**config.mk**
```make
export PLATFORM = sky130hd
export DESIGN_NAME = ste_dma_chanmodel
export DESIGN_NICKNAME = d
export VERILOG_FILES = /design/src/rtl/ste_dma_pkg.sv /design/src/rtl/dma_chan_fifo.sv /design/src/rtl/ste_dma_chanmodel.sv
export SDC_FILE = /design/constraint.sdc
export NUM_CORES = 1
export LEC_CHECK = 0
export CAP_MARGIN = 30
export CORE_AREA = 2 2 305 307
export DETAILED_ROUTE_END_ITERATION = 10
export DIE_AREA = 0 0 307 309
export GPL_ROUTABILITY_DRIVEN = 0
export PLACE_DENSITY = 0.52
export SLEW_MARGIN = 15
export SYNTH_ARGS = -nofsm -noshare
export SYNTH_HDL_FRONTEND = slang
export SYNTH_SLANG_ARGS = --single-unit
```
**constraint.sdc**
```tcl
create_clock -name clk32 -period 4.85 [get_ports clk32]
set_clock_uncertainty 0.05 [all_clocks]
set_input_delay 0.97 -clock clk32 [delete_from_list [all_inputs] [get_ports clk32]]
set_output_delay 0.97 -clock clk32 [all_outputs]
set_load 0.02 [all_outputs]
```
**src/rtl/ste_dma_pkg.sv**
```systemverilog
// Shared constants and FSM encoding for the multi-channel STE DMA bench model.
package ste_dma_pkg;

    localparam int unsigned CTL_CHAN_LSB = 0;
    localparam int unsigned CTL_DIR      = 8;
    localparam int unsigned CTL_CLEAR    = 14;
    localparam int unsigned CTL_FLUSH    = 15;

    localparam int unsigned ST_ACTIVE    = 9;
    localparam int unsigned ST_OVF       = 10;
    localparam int unsigned ST_UDR       = 11;
    localparam int unsigned ST_DONE      = 12;

    typedef enum logic [1:0] {
        IDLE = 2'd0,
        REQ  = 2'd1,
        GAP  = 2'd2
    } dma_state_e;

endpackage

```
**src/rtl/dma_chan_fifo.sv**
```systemverilog
// Per-channel word FIFO: read-first, no bypass, with level/free reporting and flush.
module dma_chan_fifo #(
    parameter int unsigned DEPTH = 16
) (
    input  logic                     clk32,
    input  logic                     reset,
    input  logic                     flush,
    input  logic                     push,
    input  logic                     pop,
    input  logic [15:0]              din,
    output logic [15:0]              dout,
    output logic [$clog2(DEPTH):0]   level,
    output logic [$clog2(DEPTH):0]   free,
    output logic                     full,
    output logic                     empty
);

    localparam int unsigned AW = $clog2(DEPTH);
    localparam int unsigned LW = AW + 1;

    logic [15:0]   mem [DEPTH];
    logic [AW:0]   wptr;
    logic [AW:0]   rptr;
    logic          do_push;
    logic          do_pop;

    assign level   = wptr - rptr;
    assign free    = LW'(DEPTH) - level;
    assign empty   = (level == '0);
    assign full    = (level == LW'(DEPTH));
    assign do_push = push && !full;
    assign do_pop  = pop && !empty;
    assign dout    = empty ? '0 : mem[rptr[AW-1:0]];

    always_ff @(posedge clk32) begin
        if (reset || flush) begin
            wptr <= '0;
            rptr <= '0;
        end else begin
            if (do_push) wptr <= wptr + LW'(1);
            if (do_pop)  rptr <= rptr + LW'(1);
        end
    end

    always_ff @(posedge clk32) begin
        if (do_push && !flush) mem[wptr[AW-1:0]] <= din;
    end

endmodule

```
**src/rtl/ste_dma_chanmodel.sv**
```systemverilog
// Multi-channel STE DMA bench model: per-channel FIFOs, MCU burst requester and
// CPU control/status/data register pair.
module ste_dma_chanmodel
    import ste_dma_pkg::*;
#(
    parameter int unsigned CHANNELS = 2,
    parameter int unsigned DEPTH    = 16,
    parameter int unsigned BURST    = 8
) (
    input  logic                    clk32,
    input  logic                    reset,
    input  logic                    clk_en,
    input  logic                    FCS_N,
    input  logic                    RW,
    input  logic                    A1,
    input  logic [15:0]             DIN,
    output logic [15:0]             DOUT,
    input  logic                    RDY_I,
    output logic                    RDY_O,
    input  logic [CHANNELS-1:0]     dev_in_valid,
    output logic [CHANNELS-1:0]     dev_in_ready,
    input  logic [16*CHANNELS-1:0]  dev_in_data,
    output logic [CHANNELS-1:0]     dev_out_valid,
    input  logic [CHANNELS-1:0]     dev_out_ready,
    output logic [16*CHANNELS-1:0]  dev_out_data,
    output logic                    irq
);

    localparam int unsigned LW = $clog2(DEPTH) + 1;
    localparam int unsigned CW = $clog2(BURST);

    dma_state_e          state_q, state_d;
    logic [2:0]          chan_q;
    logic [CHANNELS-1:0] dir_q;
    logic                ovf_q, udr_q, done_q;
    logic [CW-1:0]       cnt_q;

    logic [CHANNELS-1:0] is_sel, f_push, f_pop, f_flush, f_full, f_empty;
    logic [15:0]         f_din   [CHANNELS];
    logic [15:0]         f_dout  [CHANNELS];
    logic [LW-1:0]       f_level [CHANNELS];
    logic [LW-1:0]       f_free  [CHANNELS];

    logic          ctl_wr, data_wr, data_rd, xfer, flush_sel, clear_err;
    logic          mcu_push, mcu_pop, start, ovf_evt, udr_evt;
    logic          sel_dir, sel_full, sel_empty;
    logic [15:0]   sel_head, status, rd_data;
    logic [LW-1:0] sel_level, sel_free;

    assign ctl_wr    = clk_en && !FCS_N && !RW && A1;
    assign data_wr   = clk_en && !FCS_N && !RW && !A1;
    assign data_rd   = clk_en && !FCS_N && RW && !A1;
    assign xfer      = clk_en && (state_q == REQ) && !RDY_I;
    assign flush_sel = ctl_wr && DIN[CTL_FLUSH];
    assign clear_err = ctl_wr && DIN[CTL_CLEAR];
    assign mcu_push  = data_wr || (xfer && sel_dir);
    assign mcu_pop   = data_rd || (xfer && !sel_dir);
    assign udr_evt   = mcu_pop && sel_empty;
    assign start     = sel_dir ? (sel_free >= LW'(BURST)) : (sel_level >= LW'(BURST));

    always_comb begin
        sel_dir   = 1'b0;
        sel_full  = 1'b0;
        sel_empty = 1'b1;
        sel_head  = '0;
        sel_level = '0;
        sel_free  = '0;
        for (int unsigned c = 0; c < CHANNELS; c++) begin
            if (chan_q == 3'(c)) begin
                sel_dir   = dir_q[c];
                sel_full  = f_full[c];
                sel_empty = f_empty[c];
                sel_head  = f_dout[c];
                sel_level = f_level[c];
                sel_free  = f_free[c];
            end
        end
    end

    // MCU access to the selected channel takes the FIFO port; device side backs off that cycle.
    always_comb begin
        ovf_evt = mcu_push && sel_full;
        for (int unsigned c = 0; c < CHANNELS; c++) begin
            is_sel[c]        = (chan_q == 3'(c));
            dev_in_ready[c]  = !f_full[c] && (!dir_q[c] || !is_sel[c]) && !(is_sel[c] && mcu_push);
            dev_out_valid[c] = !f_empty[c] && dir_q[c] && !(is_sel[c] && mcu_pop);
            f_push[c]        = (is_sel[c] && mcu_push) || (dev_in_valid[c] && dev_in_ready[c]);
            f_din[c]         = (is_sel[c] && mcu_push) ? DIN : dev_in_data[16*c +: 16];
            f_pop[c]         = (is_sel[c] && mcu_pop) || (dev_out_valid[c] && dev_out_ready[c]);
            f_flush[c]       = is_sel[c] && flush_sel;
            dev_out_data[16*c +: 16] = f_dout[c];
            if (dev_in_valid[c] && f_full[c] && (!dir_q[c] || !is_sel[c])) ovf_evt = 1'b1;
        end
    end

    for (genvar c = 0; c < CHANNELS; c++) begin : g_chan
        dma_chan_fifo #(.DEPTH(DEPTH)) u_fifo (
            .clk32 (clk32),
            .reset (reset),
            .flush (f_flush[c]),
            .push  (f_push[c]),
            .pop   (f_pop[c]),
            .din   (f_din[c]),
            .dout  (f_dout[c]),
            .level (f_level[c]),
            .free  (f_free[c]),
            .full  (f_full[c]),
            .empty (f_empty[c])
        );
    end

    // A control write in IDLE defers the burst start so chan/dir never change under a new burst.
    always_comb begin
        state_d = state_q;
        if (clk_en) begin
            unique case (state_q)
                IDLE:    if (start && !ctl_wr) state_d = REQ;
                REQ:     if (xfer && (cnt_q == CW'(BURST - 1))) state_d = GAP;
                GAP:     state_d = IDLE;
                default: state_d = IDLE;
            endcase
        end
        if (flush_sel) state_d = IDLE;
    end

    always_ff @(posedge clk32) begin
        if (reset) begin
            state_q <= IDLE;
            chan_q  <= '0;
            dir_q   <= '0;
            ovf_q   <= 1'b0;
            udr_q   <= 1'b0;
            done_q  <= 1'b0;
            cnt_q   <= '0;
        end else begin
            state_q <= state_d;
            if ((state_q != REQ) || flush_sel) cnt_q <= '0;
            else if (xfer)                     cnt_q <= cnt_q + CW'(1);
            if (ctl_wr && (state_q == IDLE)) begin
                chan_q <= DIN[CTL_CHAN_LSB +: 3];
                for (int unsigned c = 0; c < CHANNELS; c++) begin
                    if (DIN[CTL_CHAN_LSB +: 3] == 3'(c)) dir_q[c] <= DIN[CTL_DIR];
                end
            end
            ovf_q  <= ovf_evt || (ovf_q && !clear_err);
            udr_q  <= udr_evt || (udr_q && !clear_err);
            done_q <= ((state_q == REQ) && (state_d == GAP)) ||
                      (done_q && !clear_err && !((state_q == IDLE) && (state_d == REQ)));
        end
    end

    always_comb begin
        status = '0;
        status[CTL_CHAN_LSB +: 3] = chan_q;
        status[CTL_DIR]           = sel_dir;
        status[ST_ACTIVE]         = (state_q != IDLE);
        status[ST_OVF]            = ovf_q;
        status[ST_UDR]            = udr_q;
        status[ST_DONE]           = done_q;
    end

    assign rd_data = A1 ? status : sel_head;
    assign DOUT    = (!RDY_I && !sel_dir) ? sel_head :
                     (!FCS_N && RW)       ? rd_data  : '0;
    assign RDY_O   = (state_q != REQ);
    assign irq     = ovf_q || udr_q || done_q;

endmodule

```
# Word-level counts from Yosys, hierarchy flattened
# Memories as Yosys holds them, arrays and structs flattened. A register that Yosys moved wholly into a read port is not among the register bits.
# Index checks and enable logic that the tools add are counted.
[totals] mem_bits_rw=512 inputBits=59 out_inout_bits=54 elab_cells=169 mem_count=2 reg_bits=33
[classes] mux=35 n_eq_ne=9 n_addsub=9 reduce_logical=100 magnitude_cmp=2
[memory_table] memory="g_chan[0].u_fifo.mem" words=16 word_bits=16 read_ports=1 rd_ports_with_merged_regs=1 write_ports=1 line_no="dma_chan_fifo.sv:21" source="logic [15:0] mem [DEPTH];"
[memory_table] memory="g_chan[1].u_fifo.mem" words=16 word_bits=16 read_ports=1 rd_ports_with_merged_regs=1 write_ports=1 line_no="dma_chan_fifo.sv:21"
[ops] cell="16-bit 2-to-1 mux" n=9
[ops] cell="1-bit logical AND" n=53
[ops] cell="1-bit zero test" n=22
[ops] cell="5-bit by 1-bit adder with 5-bit output (second input constant)" n=4
[ops] cell="5-bit 2-to-1 mux" n=4
[ops] cell="1-bit logical OR" n=16
[ops] cell="4-bit 2-to-1 mux" n=4
[ops] cell="1-bit 2-to-1 mux" n=13
[ops] cell="5-bit == test (second input constant)" n=2
[ops] cell="5-bit by 4-bit >= comparator with 1-bit output (second input constant)" n=2
[ops] cell="5-bit zero test" n=2
[ops] cell="5-bit subtractor" n=2
[ops] cell="5-bit subtractor (first input constant)" n=2
[ops] cell="2-bit 2-to-1 mux" n=4
[ops] cell="3-bit by 1-bit == test with 1-bit output (second input constant)" n=2
[ops] cell="3-bit zero test" n=2
[ops] cell="2-bit by 1-bit == test with 1-bit output (second input constant)" n=2
[ops] cell="2-bit one-hot mux with 2 select lines" n=1
[ops] cell="2-bit AND reduction" n=2
[ops] cell="3-bit by 1-bit adder with 3-bit output (second input constant)" n=1
[ops] cell="3-bit == test (second input constant)" n=1
[ops] cell="2-bit == test (second input constant)" n=1
[ops] cell="2-bit zero test" n=1
[ops] cell="2-bit by 1-bit inequality test with 1-bit output (second input constant)" n=1
[ops] cell="other kinds (2)" n=2

# Logic depth before layout (Yosys ltp)
# Gate-level depths: netlist of run 1.
[depth] word_depth=16 ltp_mapped=13 ltp_nobuf=12

# Cells and area by module
# A second synthesis of run 1 with hierarchy kept.
[unflattened] cells_unflattened=1406 area_unflattened_um2=23679.0
[modules_own_cells] module="dma_chan_fifo (g_chan[1].u_fifo)" n_inst=1 cells_each=608 area_per_inst_um2=11025.6 seq_area_each_um2=7967.6
[modules_own_cells] module="dma_chan_fifo (g_chan[0].u_fifo)" n_inst=1 cells_each=607 area_per_inst_um2=10892.9 seq_area_each_um2=7967.6
[modules_own_cells] module="ste_dma_chanmodel" n_inst=1 cells_each=191 area_per_inst_um2=1760.4 seq_area_each_um2=260.2

# Least setup slack after synthesis of run 1
# Ideal clock, no wire load.
[synth_path] path_type="reg-to-output" startpoint="register g_chan[0].u_fifo.wptr[0]" endpoint="output port DOUT[15]" arrival_time_ns=3.011 path_stages_with_launch=14 path_buffers=1 required_time_ns=3.830 setup_slack_ns=0.819 cell_sequence="dfxtp_1 -> inv_1 -> ha_1 -> inv_1 -> fa_1 -> a21o_1 -> a21oi_1 -> xnor2_1 -> inv_1 -> ha_1 -> clkbuf_1 -> a211oi_1 -> a22oi_1 -> nor2_1"
[synth_between] elab_chain_cells=8
[synth_lines] element="from (decl)" line_no="dma_chan_fifo.sv:22" source="logic [AW:0] wptr;"
[synth_lines] element="from (signal assigned)" line_no="dma_chan_fifo.sv:40" source="if (do_push) wptr <= wptr + LW'(1);"
[synth_lines] element="5-bit subtractor *" line_no="dma_chan_fifo.sv:27" source="assign level = wptr - rptr;"
[synth_lines] element="5-bit zero test *" line_no="dma_chan_fifo.sv:29" source="assign empty = (level == '0);"
[synth_lines] element="16-bit 2-to-1 mux *" line_no="dma_chan_fifo.sv:33" source="assign dout = empty ? '0 : mem[rptr[AW-1:0]];"
[synth_lines] element="named net dev_out_data[15]" line_no="ste_dma_chanmodel.sv:25" source="output logic [16*CHANNELS-1:0] dev_out_data,"
[synth_lines] element="16-bit 2-to-1 mux * (2 in series)" line_no="ste_dma_chanmodel.sv:69" source="if (chan_q == 3'(c)) begin"
[synth_lines] element="16-bit 2-to-1 mux" line_no="ste_dma_chanmodel.sv:162" source="assign rd_data = A1 ? status : sel_head;"
[synth_lines] element="16-bit 2-to-1 mux" line_no="ste_dma_chanmodel.sv:164" source="(!FCS_N && RW) ? rd_data : '0;"
[synth_lines] element="16-bit 2-to-1 mux *" line_no="ste_dma_chanmodel.sv:163" source="assign DOUT = (!RDY_I && !sel_dir) ? sel_head :"
[synth_lines] element="to (decl)" line_no="ste_dma_chanmodel.sv:17" source="output logic [15:0] DOUT,"
# Mark *: on every way through the listed nets, which the timed path passes. The rest lies on a longest branch.

# Worst setup path after layout of run 1
[layout_path] startpoint="register g_chan[1].u_fifo.wptr[0]" endpoint="output port dev_out_data[26]"
[layout_between] elab_chain_cells=3
[layout_lines] element="from (decl)" line_no="dma_chan_fifo.sv:22"
[layout_lines] element="from (signal assigned)" line_no="dma_chan_fifo.sv:40"
[layout_lines] element="5-bit subtractor" line_no="dma_chan_fifo.sv:27"
[layout_lines] element="5-bit zero test" line_no="dma_chan_fifo.sv:29"
[layout_lines] element="16-bit 2-to-1 mux" line_no="dma_chan_fifo.sv:33"
[layout_lines] element="to (decl)" line_no="ste_dma_chanmodel.sv:25"
# Every way passes these cells.

==> results of run 1 <==
-- path summary, 6_finish.rpt --
check	from	end	slack (ps)	cells after the start
worst min-delay path	state_q[0]$_SDFF_PP0_	state_q[0]$_SDFF_PP0_	470	2
worst max register to register	g_chan[0].u_fifo.wptr[0]$_SDFFE_PP0P_	g_chan[0].u_fifo.mem[8][5]$_DFFE_PP_	1180	13
worst max-delay path	g_chan[1].u_fifo.wptr[0]$_SDFFE_PP0P_	dev_out_data[26]	120	11
worst min register to register	state_q[0]$_SDFF_PP0_	state_q[0]$_SDFF_PP0_	470	2
-- area by class of cell --
cell class | instances | area (µm²) | share of cell area
sequential | 553 | 16200 | 0.575
multi-input combinational | 565 | 6460 | 0.229
timing repair buffer | 206 | 1980 | 0.0702
clock buffer | 66 | 1500 | 0.0533
tap | 1186 | 1480 | 0.0526
clock inverter | 41 | 499 | 0.0177
inverter | 18 | 67.6 | 0.00239
antenna | 1 | 2.50 | 0.0000887
-- flip-flops by register name, summed over array words and instances, names as in the netlist, named ones only --
signal	flops
g_chan.u_fifo.mem	512
udr_q	1
g_chan.u_fifo.wptr	10
chan_q	3
ovf_q	1
dir_q	2
done_q	1
g_chan.u_fifo.rptr	10
state_q	2
cnt_q	3
-- routing by layer --
layer | wire, µm | share of wire | up-vias
met5 | 0 | 0 | -
met2 | 31400 | 0.49 | 364
met1 | 27600 | 0.43 | 6479
met4 | 997 | 0.016 | 0
met3 | 3860 | 0.060 | 75
li1 | - | - | 5286
-- metrics by stage --
step / std cells / utilization / hold WS [ps]
2_1_floorplan: 1195 / - / 391
3_3_place_gp: 2527 / 0.286 / 458
3_5_place_dp: 2527 / 0.286 / 466
4_1_cts: 2634 / 0.308 / 473
5_1_grt: 2635 / 0.309 / 509
6_report: 2636 / 0.309 / 471
-- report_power, final --
part           internal, W  switching (W)
logic             0.000410       0.000636
registers          0.00529      0.0000307
clock network      0.00280        0.00186
total              0.00851        0.00252
-- critical path, cell delays in order (launching register included) --
cell and delay (ps):
dfxtp_2 350, inv_1 110, ha_1 170, inv_1 60, fa_1 500, inv_1 70
ha_1 210, nand2_1 170, a221oi_4 60, buf_6 180, nor2b_1 500, clkdlybuf4s50_1 720
-- layout by cell type (no fill, tap or decap), types with 14 or more instances in the layout --
cell type,Yosys,routed
edfxtp_1,512,512
mux4_2,144,144
clkdlybuf4s50_1,0,81
buf_4,8,79
clkbuf_16,0,59
nand2_1,51,51
nor2_1,70,44
mux2_2,34,34
dfxtp_1,41,33
a211oi_1,40,29
nor2b_1,30,27
nor2_2,0,25
mux2i_1,24,24
dlygate4sd2_1,0,24
ha_1,24,23
inv_1,18,18
xnor2_1,19,18
a21oi_1,16,16
a22oi_1,16,14
buf_12,0,14
-- repair_timing --
item / CTS / global route
gates resized for setup: 44 / 16
pin swaps: 0 / 1
buffers inserted: 0 / 1
setup endpoints to repair: 30 / 30
endpoints found under the hold margin: 0 / 0
hold buffers: 0 / 0
cloned: 0 / 0
-- kinds of logic after synthesis --
group / after synthesis
xor gates and xnor gates: 22
DFF: 553
adders and majority gates: 26
muxes: 202
buffers and inverters: 77
and+or+nand+nor: 210
AOI/OAI and AO/OA: 105
==> results.yml, run 1 <==
detailed_routing:
  drt-total-wl_mm: 63.9
  via_per_inst: 4.63
  drt-wirelength-per-cell_um: 24.2
  antenna_left: 0
  first_iter_violations: 1014
  dr.pass1.iters: 5
  vias: 12200
  drc: 0
global_routing:
  antenna_found_initial: 10
  grt_first_pass_wirelength_mm: 91.0
  grt-ovfl-total: 0
  grt_util_met1: 0.175
  use_met2: 0.228
  grt_max_degree: 34
  grt_pass1_vias: 12600
  gr-usage-met3: 0.0272
  grt-busiest-layer: "met2"
  grt_usage: 0.133
pwr:
  total_power_w: 0.0110
  irDropWorstVdd_v: 0.000268
  power.leakage_nw: 8.88
  power.density_nw_per_um2: 391
placed_design:
  placed_area_um2: 26100
  io_buffers: 112
  dp_hpwl_mm: 43.2
  post-place-ws_ps: 303
clock_tree:
  clk_latency_ps: 610
  clockBufferDepth: 3
  cts_tree: "done"
  root_buffer: "clkbuf_16"
  cts_buffers: 58
  clk_pin_slew_ps: 70
  cts_max_level: 2
  cts_sinks: 553
timing:
  maxSlewViolCount: 0
  worst_pin_slew_ps: 844
  layout_setup_ws_ps: 123
  totalNegativeSetupSlack_ps: 0
  max_slew_margin: 0.431
  hold_viol: 0
  fmax_mhz: 212
  period_share: 0.975
  fin_crit_ps: 4730
  rsz0062_at_grt: "false"
  setup_viol: 0
synthesis:
  ys_ff_latch: 553
  synth_warnings: 0
  synth.distinct_cells: 57
  synth_compound_area_frac: 0.0348
  syn_area_um2: 22800
  synthSimpleGateAreaFrac: 0.0451
  netlist_instances: 1195
  async_flop_share: 0
  synthAdderAreaFrac: 0.0149
  ys_top_cells_by_count: "edfxtp_1 (512), mux4_2 (144), nor2_1 (70)"
  muxShareOfSynthArea: 0.170
  yosysTopAreaCell: "edfxtp_1"
  synth_xor_xnor_area_share: 0.00912
  synth_top_area_share: 0.675
  synth_sequential_area_ratio: 0.711
  synth_most_common_cell: "edfxtp_1"
  synthFlopType: "edfxtp_1"
  synth_edf_count: 512
  synth_fp_nets: 1280
  synth_area_per_cell_um2: 19.1
  synth_top_family_by_area: "multiplexers"
  synth.area.top_cells: "edfxtp_1 (68%), mux4_2 (14%), dfxtp_1 (3.6%)"
setup_path:
  cp.required_ps: 3830
  start_kind: "flop"
  critPathMaxFanout: 9
  worstSetupEndpointType: "primary output"
  path_class: "flop to primary output"
  worstPathArrival_ps: 3710
run:
  drv_cap: 0
floorplan:
  rows: 111
  dieHeight_um: 309
  io_pins: 113
  die-area_um2: 94900
  core_um2: 91400
  die_w_um: 307
  initial_utilization: 0.249
final_layout:
  drive_gt1_frac: 0.304
  nets: 1487
  num-fill-cells: 8867
  syn_to_final_growth_pct: 23.9
  design_area_um2: 28200
worst_hold_path:
  hold_path_class: "flop to flop"
status:
  status: "complete, no violations"
No activity file was read; power rests on OpenSTA's default activity.
==> inputs of run 2 (changes only) <==
==> constraint.sdc (replaced) <==
create_clock -name clk32 -period 5.1 [get_ports clk32]
set_clock_uncertainty 0.05 [all_clocks]
set_input_delay 1.02 -clock clk32 [delete_from_list [all_inputs] [get_ports clk32]]
set_output_delay 1.02 -clock clk32 [all_outputs]
set_load 0.02 [all_outputs]
==> results.yml, run 2 (same netlist as run 1, synthesis figures left out) <==
placed_design:
  io_buffers: 112
  dp_hpwl_mm: 42.5
final_layout:
  mostFrequentLayoutCells: "edfxtp_1 (512), mux4_2 (144), clkdlybuf4s50_1 (93)"
  largest_register_ffs: 512
  syn_to_final_growth_pct: 22.7
  final_common_cell: "edfxtp_1"
  drive_gt1_frac: 0.292
  nets: 1480
  utilization: 0.306
clock_tree:
  cts_sinks: 553
  hold_buffers: 0
  cts_tree: "done"
  clockBufferDepth: 3
  root_buffer: "clkbuf_16"
  cts_max_level: 2
  clk_latency_ps: 620
  cts_buffers: 55
  clk_pin_slew_ps: 70
timing:
  fin_crit_ps: 5010
  setup_viol: 0
  rsz0062_at_grt: "true"
  fmax_mhz: 200
  hold_viol: 0
  worst_pin_slew_ps: 767
  max_slew_margin: 0.475
  period_share: 0.983
  totalNegativeSetupSlack_ps: 0
  maxSlewViolCount: 0
pwr:
  irDropWorstVdd_v: 0.000240
  intPower_w: 0.00767
  pwr-share-seq: 0.504
  pwr-share-clk: 0.390
  power.density_nw_per_um2: 359
  power.leakage_nw: 8.84
  netSwitchingFraction: 0.236
  total_power_w: 0.0100
  p_switching_w: 0.00237
  power_frac_comb: 0.106
floorplan:
  initial_utilization: 0.249
  io_pins: 113
  dieHeight_um: 309
  rows: 111
  die_w_um: 307
  core_um2: 91400
  die-area_um2: 94900
detailed_routing:
  drc: 0
  vias: 12100
  antenna_left: 0
  dr.pass1.iters: 4
  first_iter_violations: 931
  via_per_inst: 4.62
  drt-total-wl_mm: 63.0
  drt-wirelength-per-cell_um: 24.0
setup_path:
  critPathMaxFanout: 8
  path_class: "flop to primary output"
  cp.required_ps: 4030
  start_kind: "flop"
  worstPathArrival_ps: 3940
  worstSetupEndpointType: "primary output"
global_routing:
  grt_pass1_vias: 12300
  antenna_found_initial: 3
  grt_max_degree: 39
  grt-ovfl-total: 0
  grt_first_pass_wirelength_mm: 89.0
  grt_usage: 0.131
worst_hold_path:
  hold_path_class: "flop to flop"
run:
  drv_cap: 0
status:
  status: "complete, no violations"
-- run 2: worst max-delay path, stage by stage (launching register included) --
cell and delay (ps):
dfxtp_1 360, inv_1 130, ha_1 180, inv_1 50, fa_1 400, a21o_1 170
a21oi_1 180, xnor2_1 180, inv_1 70, ha_1 250, buf_4 220, a211oi_2 290
a22oi_1 120, nor2_1 100, clkdlybuf4s50_1 620
-- run 2: path summary, 6_finish.rpt --
check / start / endpoint / slack, ps / cells after the start
setup / recovery: g_chan[0].u_fifo.wptr[0]$_SDFFE_PP0P_ / DOUT[6] / 90 / 14
hold / removal: state_q[0]$_SDFF_PP0_ / state_q[0]$_SDFF_PP0_ / 460 / 2
setup reg to reg: g_chan[1].u_fifo.wptr[0]$_SDFFE_PP0P_ / g_chan[1].u_fifo.mem[8][15]$_DFFE_PP_ / 1250 / 12
hold reg to reg: state_q[0]$_SDFF_PP0_ / state_q[0]$_SDFF_PP0_ / 460 / 2
-- run 2: layout make-up --
cell class | instances | area, µm²
antenna | 1 | 2.50
clock buffer | 73 | 1480
clock inverter | 28 | 243
fill | 8918 | 63400
inverter | 18 | 67.6
multi-input combinational | 565 | 6500
sequential | 553 | 16200
tap | 1186 | 1480
timing repair buffer | 202 | 1950
-- run 2: per-stage QoR --
step	std cells	area (µm²)	hold WS, ps	worst slack [ps]
after floorplan	1195	22800	391	1020
after global placement	2518	26000	449	356
after detailed placement	2518	26000	457	314
after CTS	2623	27900	462	17.4
after global routing	2625	27900	503	-128
final	2626	27900	462	87.5
-- run 2: power groups by stage --
stage          sequential [W]  clock, W  combinational [W]
2_1_floorplan         0.00515         0           0.000504
3_3_place_gp          0.00516         0           0.000999
3_5_place_dp          0.00516         0            0.00101
4_1_cts               0.00506   0.00401            0.00106
5_1_grt               0.00507   0.00418            0.00113
6_report              0.00506   0.00391            0.00106
-- run 2: per-layer routing --
metal,share of wire,track usage,vias to the layer above,routed length [µm]
met1,0.44,0.176,6457,27600
met4,0.015,0.0253,0,973
met5,0,0,-,0
li1,-,-,5254,-
met2,0.49,0.220,340,30700
met3,0.059,0.0268,74,3740
-- run 2: timing repair --
| action | CTS | global route |
|---|---|---|
| endpoints found under the setup margin | 21 | 19 |
| resized for setup | 19 | 24 |
| endpoints found under the hold margin | 0 | 0 |
| buffers inserted | 4 | 2 |
| pin swaps | 0 | 2 |
